`src/rtl/alu_issue_queue_param.sv`:
```
// alu_issue_queue_param: DEPTH-entry age-ordered ALU reservation station.
// Entries wake up by snooping the CDB. The oldest entry with both operands valid issues
// through a valid/ready handshake, and the younger entries compact down behind it.
module alu_issue_queue_param #(
  parameter int unsigned DEPTH  = 4,
  parameter int unsigned DATA_W = 32,
  parameter int unsigned TAG_W  = 6,
  parameter int unsigned OPC_W  = 6,
  parameter int unsigned CNT_W  = $clog2(DEPTH + 1)
) (
  input  logic              clk,
  input  logic              rst,
  input  logic              flush,
  input  logic              disp_valid,
  output logic              disp_ready,
  input  logic [DATA_W-1:0] disp_op1_data,
  input  logic [TAG_W-1:0]  disp_op1_tag,
  input  logic              disp_op1_valid,
  input  logic [DATA_W-1:0] disp_op2_data,
  input  logic [TAG_W-1:0]  disp_op2_tag,
  input  logic              disp_op2_valid,
  input  logic [TAG_W-1:0]  disp_rd_tag,
  input  logic [OPC_W-1:0]  disp_opc,
  input  logic              cdb_valid,
  input  logic [TAG_W-1:0]  cdb_tag,
  input  logic [DATA_W-1:0] cdb_data,
  output logic              iss_valid,
  input  logic              iss_ready,
  output logic [DATA_W-1:0] iss_op1,
  output logic [DATA_W-1:0] iss_op2,
  output logic [TAG_W-1:0]  iss_rd_tag,
  output logic [OPC_W-1:0]  iss_opc,
  output logic [CNT_W-1:0]  count
);

  localparam int unsigned IDX_W = $clog2(DEPTH);

  // Registered entries; index 0 is the oldest, occupied entries are 0..r_count-1.
  logic              r_busy     [DEPTH];
  logic [DATA_W-1:0] r_op1_data [DEPTH];
  logic [TAG_W-1:0]  r_op1_tag  [DEPTH];
  logic              r_op1_vld  [DEPTH];
  logic [DATA_W-1:0] r_op2_data [DEPTH];
  logic [TAG_W-1:0]  r_op2_tag  [DEPTH];
  logic              r_op2_vld  [DEPTH];
  logic [TAG_W-1:0]  r_rd_tag   [DEPTH];
  logic [OPC_W-1:0]  r_opc      [DEPTH];
  logic [CNT_W-1:0]  r_count;

  // Stored entries after CDB wakeup; slot DEPTH is an always-empty filler for the shift.
  logic              w_src_busy     [DEPTH+1];
  logic [DATA_W-1:0] w_src_op1_data [DEPTH+1];
  logic [TAG_W-1:0]  w_src_op1_tag  [DEPTH+1];
  logic              w_src_op1_vld  [DEPTH+1];
  logic [DATA_W-1:0] w_src_op2_data [DEPTH+1];
  logic [TAG_W-1:0]  w_src_op2_tag  [DEPTH+1];
  logic              w_src_op2_vld  [DEPTH+1];
  logic [TAG_W-1:0]  w_src_rd_tag   [DEPTH+1];
  logic [OPC_W-1:0]  w_src_opc      [DEPTH+1];

  // Next-state entries.
  logic              w_busy_d     [DEPTH];
  logic [DATA_W-1:0] w_op1_data_d [DEPTH];
  logic [TAG_W-1:0]  w_op1_tag_d  [DEPTH];
  logic              w_op1_vld_d  [DEPTH];
  logic [DATA_W-1:0] w_op2_data_d [DEPTH];
  logic [TAG_W-1:0]  w_op2_tag_d  [DEPTH];
  logic              w_op2_vld_d  [DEPTH];
  logic [TAG_W-1:0]  w_rd_tag_d   [DEPTH];
  logic [OPC_W-1:0]  w_opc_d      [DEPTH];
  logic [CNT_W-1:0]  w_count_d;

  logic              w_sel_found;
  logic [IDX_W-1:0]  w_sel_idx;
  logic              w_iss_fire;
  logic              w_disp_fire;
  logic [CNT_W-1:0]  w_wr_idx;
  logic [DATA_W-1:0] w_new_op1_data;
  logic              w_new_op1_vld;
  logic [DATA_W-1:0] w_new_op2_data;
  logic              w_new_op2_vld;

  assign disp_ready  = (r_count != CNT_W'(DEPTH));
  assign count       = r_count;
  assign w_iss_fire  = w_sel_found & iss_ready;
  assign w_disp_fire = disp_valid & disp_ready;
  // An issue frees a slot below the tail, so the new entry lands one lower.
  assign w_wr_idx    = r_count - CNT_W'(w_iss_fire);
  assign w_count_d   = r_count + CNT_W'(w_disp_fire) - CNT_W'(w_iss_fire);

  // Age-priority select: lowest busy index with both operands valid.
  always_comb begin
    w_sel_found = 1'b0;
    w_sel_idx   = '0;
    for (int i = 0; i < int'(DEPTH); i++) begin
      if (!w_sel_found && r_busy[i] && r_op1_vld[i] && r_op2_vld[i]) begin
        w_sel_found = 1'b1;
        w_sel_idx   = IDX_W'(i);
      end
    end
  end

  // Issue outputs show the selected entry, zero when nothing is selected.
  always_comb begin
    iss_valid  = w_sel_found;
    iss_op1    = '0;
    iss_op2    = '0;
    iss_rd_tag = '0;
    iss_opc    = '0;
    if (w_sel_found) begin
      iss_op1    = r_op1_data[w_sel_idx];
      iss_op2    = r_op2_data[w_sel_idx];
      iss_rd_tag = r_rd_tag[w_sel_idx];
      iss_opc    = r_opc[w_sel_idx];
    end
  end

  // CDB wakeup of stored entries; an already-valid operand ignores the broadcast.
  always_comb begin
    for (int i = 0; i < int'(DEPTH); i++) begin
      w_src_busy[i]     = r_busy[i];
      w_src_op1_data[i] = r_op1_data[i];
      w_src_op1_tag[i]  = r_op1_tag[i];
      w_src_op1_vld[i]  = r_op1_vld[i];
      w_src_op2_data[i] = r_op2_data[i];
      w_src_op2_tag[i]  = r_op2_tag[i];
      w_src_op2_vld[i]  = r_op2_vld[i];
      w_src_rd_tag[i]   = r_rd_tag[i];
      w_src_opc[i]      = r_opc[i];
      if (r_busy[i] && !r_op1_vld[i] && cdb_valid && (r_op1_tag[i] == cdb_tag)) begin
        w_src_op1_data[i] = cdb_data;
        w_src_op1_vld[i]  = 1'b1;
      end
      if (r_busy[i] && !r_op2_vld[i] && cdb_valid && (r_op2_tag[i] == cdb_tag)) begin
        w_src_op2_data[i] = cdb_data;
        w_src_op2_vld[i]  = 1'b1;
      end
    end
    w_src_busy[DEPTH]     = 1'b0;
    w_src_op1_data[DEPTH] = '0;
    w_src_op1_tag[DEPTH]  = '0;
    w_src_op1_vld[DEPTH]  = 1'b0;
    w_src_op2_data[DEPTH] = '0;
    w_src_op2_tag[DEPTH]  = '0;
    w_src_op2_vld[DEPTH]  = 1'b0;
    w_src_rd_tag[DEPTH]   = '0;
    w_src_opc[DEPTH]      = '0;
  end

  // Dispatched operands snoop the same-cycle CDB.
  always_comb begin
    w_new_op1_data = disp_op1_data;
    w_new_op1_vld  = disp_op1_valid;
    w_new_op2_data = disp_op2_data;
    w_new_op2_vld  = disp_op2_valid;
    if (!disp_op1_valid && cdb_valid && (disp_op1_tag == cdb_tag)) begin
      w_new_op1_data = cdb_data;
      w_new_op1_vld  = 1'b1;
    end
    if (!disp_op2_valid && cdb_valid && (disp_op2_tag == cdb_tag)) begin
      w_new_op2_data = cdb_data;
      w_new_op2_vld  = 1'b1;
    end
  end

  // Next state: entries above an issued slot shift down by one, then dispatch writes the tail.
  always_comb begin
    for (int i = 0; i < int'(DEPTH); i++) begin
      if (w_iss_fire && (IDX_W'(i) >= w_sel_idx)) begin
        w_busy_d[i]     = w_src_busy[i+1];
        w_op1_data_d[i] = w_src_op1_data[i+1];
        w_op1_tag_d[i]  = w_src_op1_tag[i+1];
        w_op1_vld_d[i]  = w_src_op1_vld[i+1];
        w_op2_data_d[i] = w_src_op2_data[i+1];
        w_op2_tag_d[i]  = w_src_op2_tag[i+1];
        w_op2_vld_d[i]  = w_src_op2_vld[i+1];
        w_rd_tag_d[i]   = w_src_rd_tag[i+1];
        w_opc_d[i]      = w_src_opc[i+1];
      end else begin
        w_busy_d[i]     = w_src_busy[i];
        w_op1_data_d[i] = w_src_op1_data[i];
        w_op1_tag_d[i]  = w_src_op1_tag[i];
        w_op1_vld_d[i]  = w_src_op1_vld[i];
        w_op2_data_d[i] = w_src_op2_data[i];
        w_op2_tag_d[i]  = w_src_op2_tag[i];
        w_op2_vld_d[i]  = w_src_op2_vld[i];
        w_rd_tag_d[i]   = w_src_rd_tag[i];
        w_opc_d[i]      = w_src_opc[i];
      end
      if (w_disp_fire && (CNT_W'(i) == w_wr_idx)) begin
        w_busy_d[i]     = 1'b1;
        w_op1_data_d[i] = w_new_op1_data;
        w_op1_tag_d[i]  = disp_op1_tag;
        w_op1_vld_d[i]  = w_new_op1_vld;
        w_op2_data_d[i] = w_new_op2_data;
        w_op2_tag_d[i]  = disp_op2_tag;
        w_op2_vld_d[i]  = w_new_op2_vld;
        w_rd_tag_d[i]   = disp_rd_tag;
        w_opc_d[i]      = disp_opc;
      end
    end
  end

  // Occupancy state; rst and flush drop every entry and that cycle's dispatch/issue.
  always_ff @(posedge clk) begin
    if (rst || flush) begin
      for (int i = 0; i < int'(DEPTH); i++) begin
        r_busy[i] <= 1'b0;
      end
      r_count <= '0;
    end else begin
      for (int i = 0; i < int'(DEPTH); i++) begin
        r_busy[i] <= w_busy_d[i];
      end
      r_count <= w_count_d;
    end
  end

  // Entry payload; only meaningful while the matching busy bit is set.
  always_ff @(posedge clk) begin
    for (int i = 0; i < int'(DEPTH); i++) begin
      r_op1_data[i] <= w_op1_data_d[i];
      r_op1_tag[i]  <= w_op1_tag_d[i];
      r_op1_vld[i]  <= w_op1_vld_d[i];
      r_op2_data[i] <= w_op2_data_d[i];
      r_op2_tag[i]  <= w_op2_tag_d[i];
      r_op2_vld[i]  <= w_op2_vld_d[i];
      r_rd_tag[i]   <= w_rd_tag_d[i];
      r_opc[i]      <= w_opc_d[i];
    end
  end

endmodule

```
`config.mk`:
```
export PLATFORM = sky130hd
export DESIGN_NAME = alu_issue_queue_param
export DESIGN_NICKNAME = d
export VERILOG_FILES = /design/src/rtl/alu_issue_queue_param.sv
export SDC_FILE = /design/constraint.sdc
export NUM_CORES = 1
export LEC_CHECK = 0
export BUFFER_PORTS_ARGS = -buffer_cell sky130_fd_sc_hd__buf_2
export CORE_ASPECT_RATIO = 0.7
export CORE_MARGIN = 4
export CORE_UTILIZATION = 50
export DETAILED_ROUTE_END_ITERATION = 8
export PLACE_DENSITY = 0.65
export SLEW_MARGIN = 20
export SYNTH_ARGS = -nofsm -noshare
export SYNTH_HDL_FRONTEND = slang
export SYNTH_SLANG_ARGS = --single-unit
```
`constraint.sdc`:
```
create_clock -name clk -period 7.1 [get_ports clk]
set_clock_uncertainty 0.1 [all_clocks]
set_input_delay 0.355 -clock clk [delete_from_list [all_inputs] [get_ports clk]]
set_output_delay 0.355 -clock clk [all_outputs]
set_load 0.02 [all_outputs]
```
# Word-level counts from Yosys, hierarchy flattened
# Memories as Yosys holds them, arrays and structs flattened.
# Cells that the tools add are included.
# totals
memories	9
latch_bits	0
reg_bits	3
word_cells	212
rom_bits	0
out_inout_bits	81
ramBits	364
# mem_list
memory	depth	width	rd	rd_ports_with_merged_regs	write_ports	line	rtl
r_op1_data	4	32	4	0	4	40	logic [DATA_W-1:0] r_op1_data [DEPTH];
r_op2_data	4	32	4	0	4	43	logic [DATA_W-1:0] r_op2_data [DEPTH];
r_op1_tag	4	6	4	0	4	41	logic [TAG_W-1:0] r_op1_tag [DEPTH];
r_op2_tag	4	6	4	0	4	44	logic [TAG_W-1:0] r_op2_tag [DEPTH];
r_opc	4	6	4	0	4	47	logic [OPC_W-1:0] r_opc [DEPTH];
r_rd_tag	4	6	4	0	4	46	logic [TAG_W-1:0] r_rd_tag [DEPTH];
+3 memories	n/a	n/a	n/a	n/a	n/a	n/a	
# op_classes
bitwise	6
n_mux	110
eq_ne	17
add_sub_neg	3
div_mod_pow	0
n_reduce_logical	62
magnitude_cmp	4
shift	0
multipliers	0
# op_table
cell	count
$mux 32	28
$mux 6	34
$eq 6x6->1	10
$logic_and 1x1->1	47
$mux 1	46
$logic_not 1->1	13
$ne 3x3->1 const B	3
$eq 2x3->1 const A	2
$sub 3x1->3	2
$ge 1x2->1 const A	2
$ge 2x2->1 const A	2
$mux 2	2
$or 1x1->1	4
$add 3x1->3	1
$eq 1x3->1 const A	1
$logic_not 3->1	1
$and 1x1->1	2
$ne 2x2->1 const B	1
$logic_or 1x1->1	1

# Longest topological paths before layout
# An unclocked memory read counts as a cell.
# logic_depth
word_depth	25
depth_mapped	13

# Least setup slack after synthesis
# OpenSTA, ideal clock, no wires.
# synth_path
path_kind	reg-to-reg
from	memory r_busy[1]
to	memory r_op2_data[0][0] (enable)
t_arrival_ns	3.386
slack_ns	3.226
path_buffers	3
required_time_ns	6.612
stages_incl_launch_ff	13
setup_time_ns	0.388
cell_sequence	dfxtp_1 > and3_1 > clkbuf_1 > o41ai_4 > nor2_1 > ha_1 > nor2_1 > o21ai_0 > or2_2 > clkbuf_1 > nor2_1 > buf_2 > a211o_1
# synth_lines
item	line	rtl
from (decl)	39	logic r_busy [DEPTH];
to (decl)	43	

==> metrics <==
cells after synthesis 2204; Worst Setup SP r_busy[1]; Peak VDD IR 0.152 mV; RSZ-0062 raised after global routing false; initial antenna violation count 0; Yosys cell types 48; width of the die 256 um; RR Startpoint r_busy[1]; worst slew pin tran 1.19 ns; sequential-to-total area share from yosys stat 0.416; Yosys warning total 0; Worst setup SP type register; area grow syn2layout 12.5%; Die Y 182 um; Critical-path top delay cell o41ai_4; Arrival @ worst endpoint 5.00 ns; status finished, final reports clean; commonest cells in the synthesized netlist 207 x dfxtp_1, 197 x a21oi_1, 195 x clkbuf_1; Mapped Nets 2342; clock buffer depth 3; synth top area cells edfxtp_1 22%, dfxtp_1 19%, mux4_2 8.0%, o22ai_1 5.6%, o211ai_1 4.7%; Crit Path Category register to register; largest net degree at the start of global routing 78; Root Driver clkbuf_16; fin crit share 0.683; Worst Hold Launch disp_rd_tag[4]; crit-path max cell delay 0.84 ns; Post-CTS Setup Inserts 0; number of synthesized flops with an enable pin 160; Clock Sink Count 367; starting density of the core 0.508; total CTS buffers 39; Data required, critical path 7.25 ns; post-cts hold buffer count 0; first-pass GRT wire length 128000 um; routability cong. 0.902; drc violations 0; layout cell share with drive strength beyond 1 0.219; setup violators final 0; TNS Setup 0 ns; final instance area 0.0242 mm2; hold violation total from the final report 0; NumNets Final 2419; fillcell total 3724; Iter 0 DRT Violations 3359; Worst-Skew Late Latency 0.55 ns; Crit. End Element register; post-synthesis cell area 0.0215 mm2; Slew Viols, Final 0; CTS tree done; Synth area leader edfxtp_1; top-count cell post-synth dfxtp_1; Worst Path Max Fanout 40; Final min period 4.85 ns; Fmax 206 MHz; post-CTS sizing 0; total track usage 0.352; # H-tree levels 2; CORE AREA 0.0424 mm2; Top Ports 215; dpl hpwl 48900 um; critical path cell sequence and3_1 > o41ai_4 > nor2_1 > ha_1 > o211a_1 > o21ai_0 > nor2_4 > buf_4 > nand2_4 > buf_4 > a31oi_1; number of global-route vias before repair 21045; Die Area 0.0465 mm2; final WL 85900 um; row count 63; predominant post-synthesis flop cell dfxtp_1; worst hold path type input port to register; Clock transition at path regs 0.06 ns; DR WL/cell 30.0 um; Multi-input gate area 0.0117 mm2; Power Density 271 mW/mm2; Via Count 21221; leakage power 8.55 nW; ant diodes 0; ys async rst share 0; drt first pass iters 8; top cell type's share of synthesized area 0.223; CP most frequent cell buf_4; Slew HR 0.209; final core utilization 0.571; Via density 7.41; Register Area 0.00895 mm2; synthesized area per cell 9.77 um2; register bit total from synthesis 367; Detail Route Antenna Nets 0; GRT overflow 0; Port Buffer Count 214; Max Cap Violations 0; Placed Area 0.0230 mm2
==> cells by family (layout without fill, tap and decap cells) <==
| group | after synthesis | in the layout | synth area share |
|---|---|---|---|
| AO/OA/AOI/OAI | 810 | 810 | 0.243 |
| multiplexers | 213 | 213 | 0.147 |
| buffers and inverters | 277 | 384 | 0.0494 |
| XOR/XNOR | 65 | 65 | 0.0268 |
| adder cells (fa/ha/maj) | 4 | 4 | 0.00267 |
| flip-flops | 367 | 367 | 0.416 |
| AND/OR/NAND/NOR | 468 | 468 | 0.115 |
==> cell usage in the layout, fill, tap and decap left out, types with 33 or more instances in the layout <==
cell type,n
and2_1,79
mux2i_1,65
o22ai_1,194
edfxtp_1,160
clkbuf_16,42
a31oi_1,33
xnor2_1,46
a21boi_0,64
buf_4,56
buf_2,214
mux4_2,76
mux2_2,70
o31ai_1,133
o211ai_1,134
inv_1,41
o21ai_0,35
nor2_1,77
a21oi_1,197
dfxtp_1,207
nor4_1,34
nor3_1,134
nand3_1,49
==> sequential cells by signal, indices dropped and copies added (netlist names), 24 cells and up <==
signal / cells
r_op2_data: 128
r_op2_tag: 24
r_rd_tag: 24
r_opc: 24
r_op1_tag: 24
r_op1_data: 128
==> worst max-delay path: cells and delay by family (launching register included) <==
family | cells | cell delay (ns)
AO/OA/AOI/OAI | 4 | 1.67
flip-flops | 1 | 0.34
buffers and inverters | 2 | 1.08
adder cells (fa/ha/maj) | 1 | 0.24
AND/OR/NAND/NOR | 4 | 1.08
==> where the power goes <==
part	total (mW)	internal [mW]	leakage (nW)	switching, mW
clock	2.05	1.17	0.614	0.886
sequential	3.12	2.74	3.28	0.382
combinational	1.39	0.666	4.65	0.722
==> metal layers <==
| metal | global-route usage | wire [um] | vias up |
|---|---|---|---|
| li1 | - | - | 8801 |
| met1 | 0.490 | 33200 | 10074 |
| met2 | 0.508 | 36100 | 1961 |
| met3 | 0.111 | 13000 | 385 |
| met4 | 0.146 | 3620 | 0 |
| met5 | 0.00103 | 0 | - |
==> stage by stage <==
stage                     hold WS [ns]  total power, mW  setup slack (ns)  instances
after floorplan                  0.363             4.01              3.23       2204
after global placement           0.382             4.40              2.55       2792
after detailed placement         0.392             4.47              2.46       2792
after CTS                       0.0261             6.49              2.45       2863
after global routing            0.0466             6.77              2.15       2863
final                           0.0447             6.57              2.25       2863
==> final cells by class <==
type                            count  area share
Clock buffer                       64      0.0501
Clock inverter                      7     0.00134
Inverter                           42     0.00651
Multi-Input combinational cell   1560       0.482
Sequential cell                   367       0.370
Tap cell                          552      0.0285
Timing Repair Buffer              271      0.0624
==> worst paths after layout <==
path                            to  slack (ns)  cells after the start
hold reg to reg          r_busy[3]        0.41                      2
setup / recovery  r_op1_data[0][6]        2.25                     11
setup reg to reg  r_op1_data[0][6]        2.25                     11
hold / removal      r_rd_tag[0][4]        0.04                      2
(Power assumes the default switching activity.)
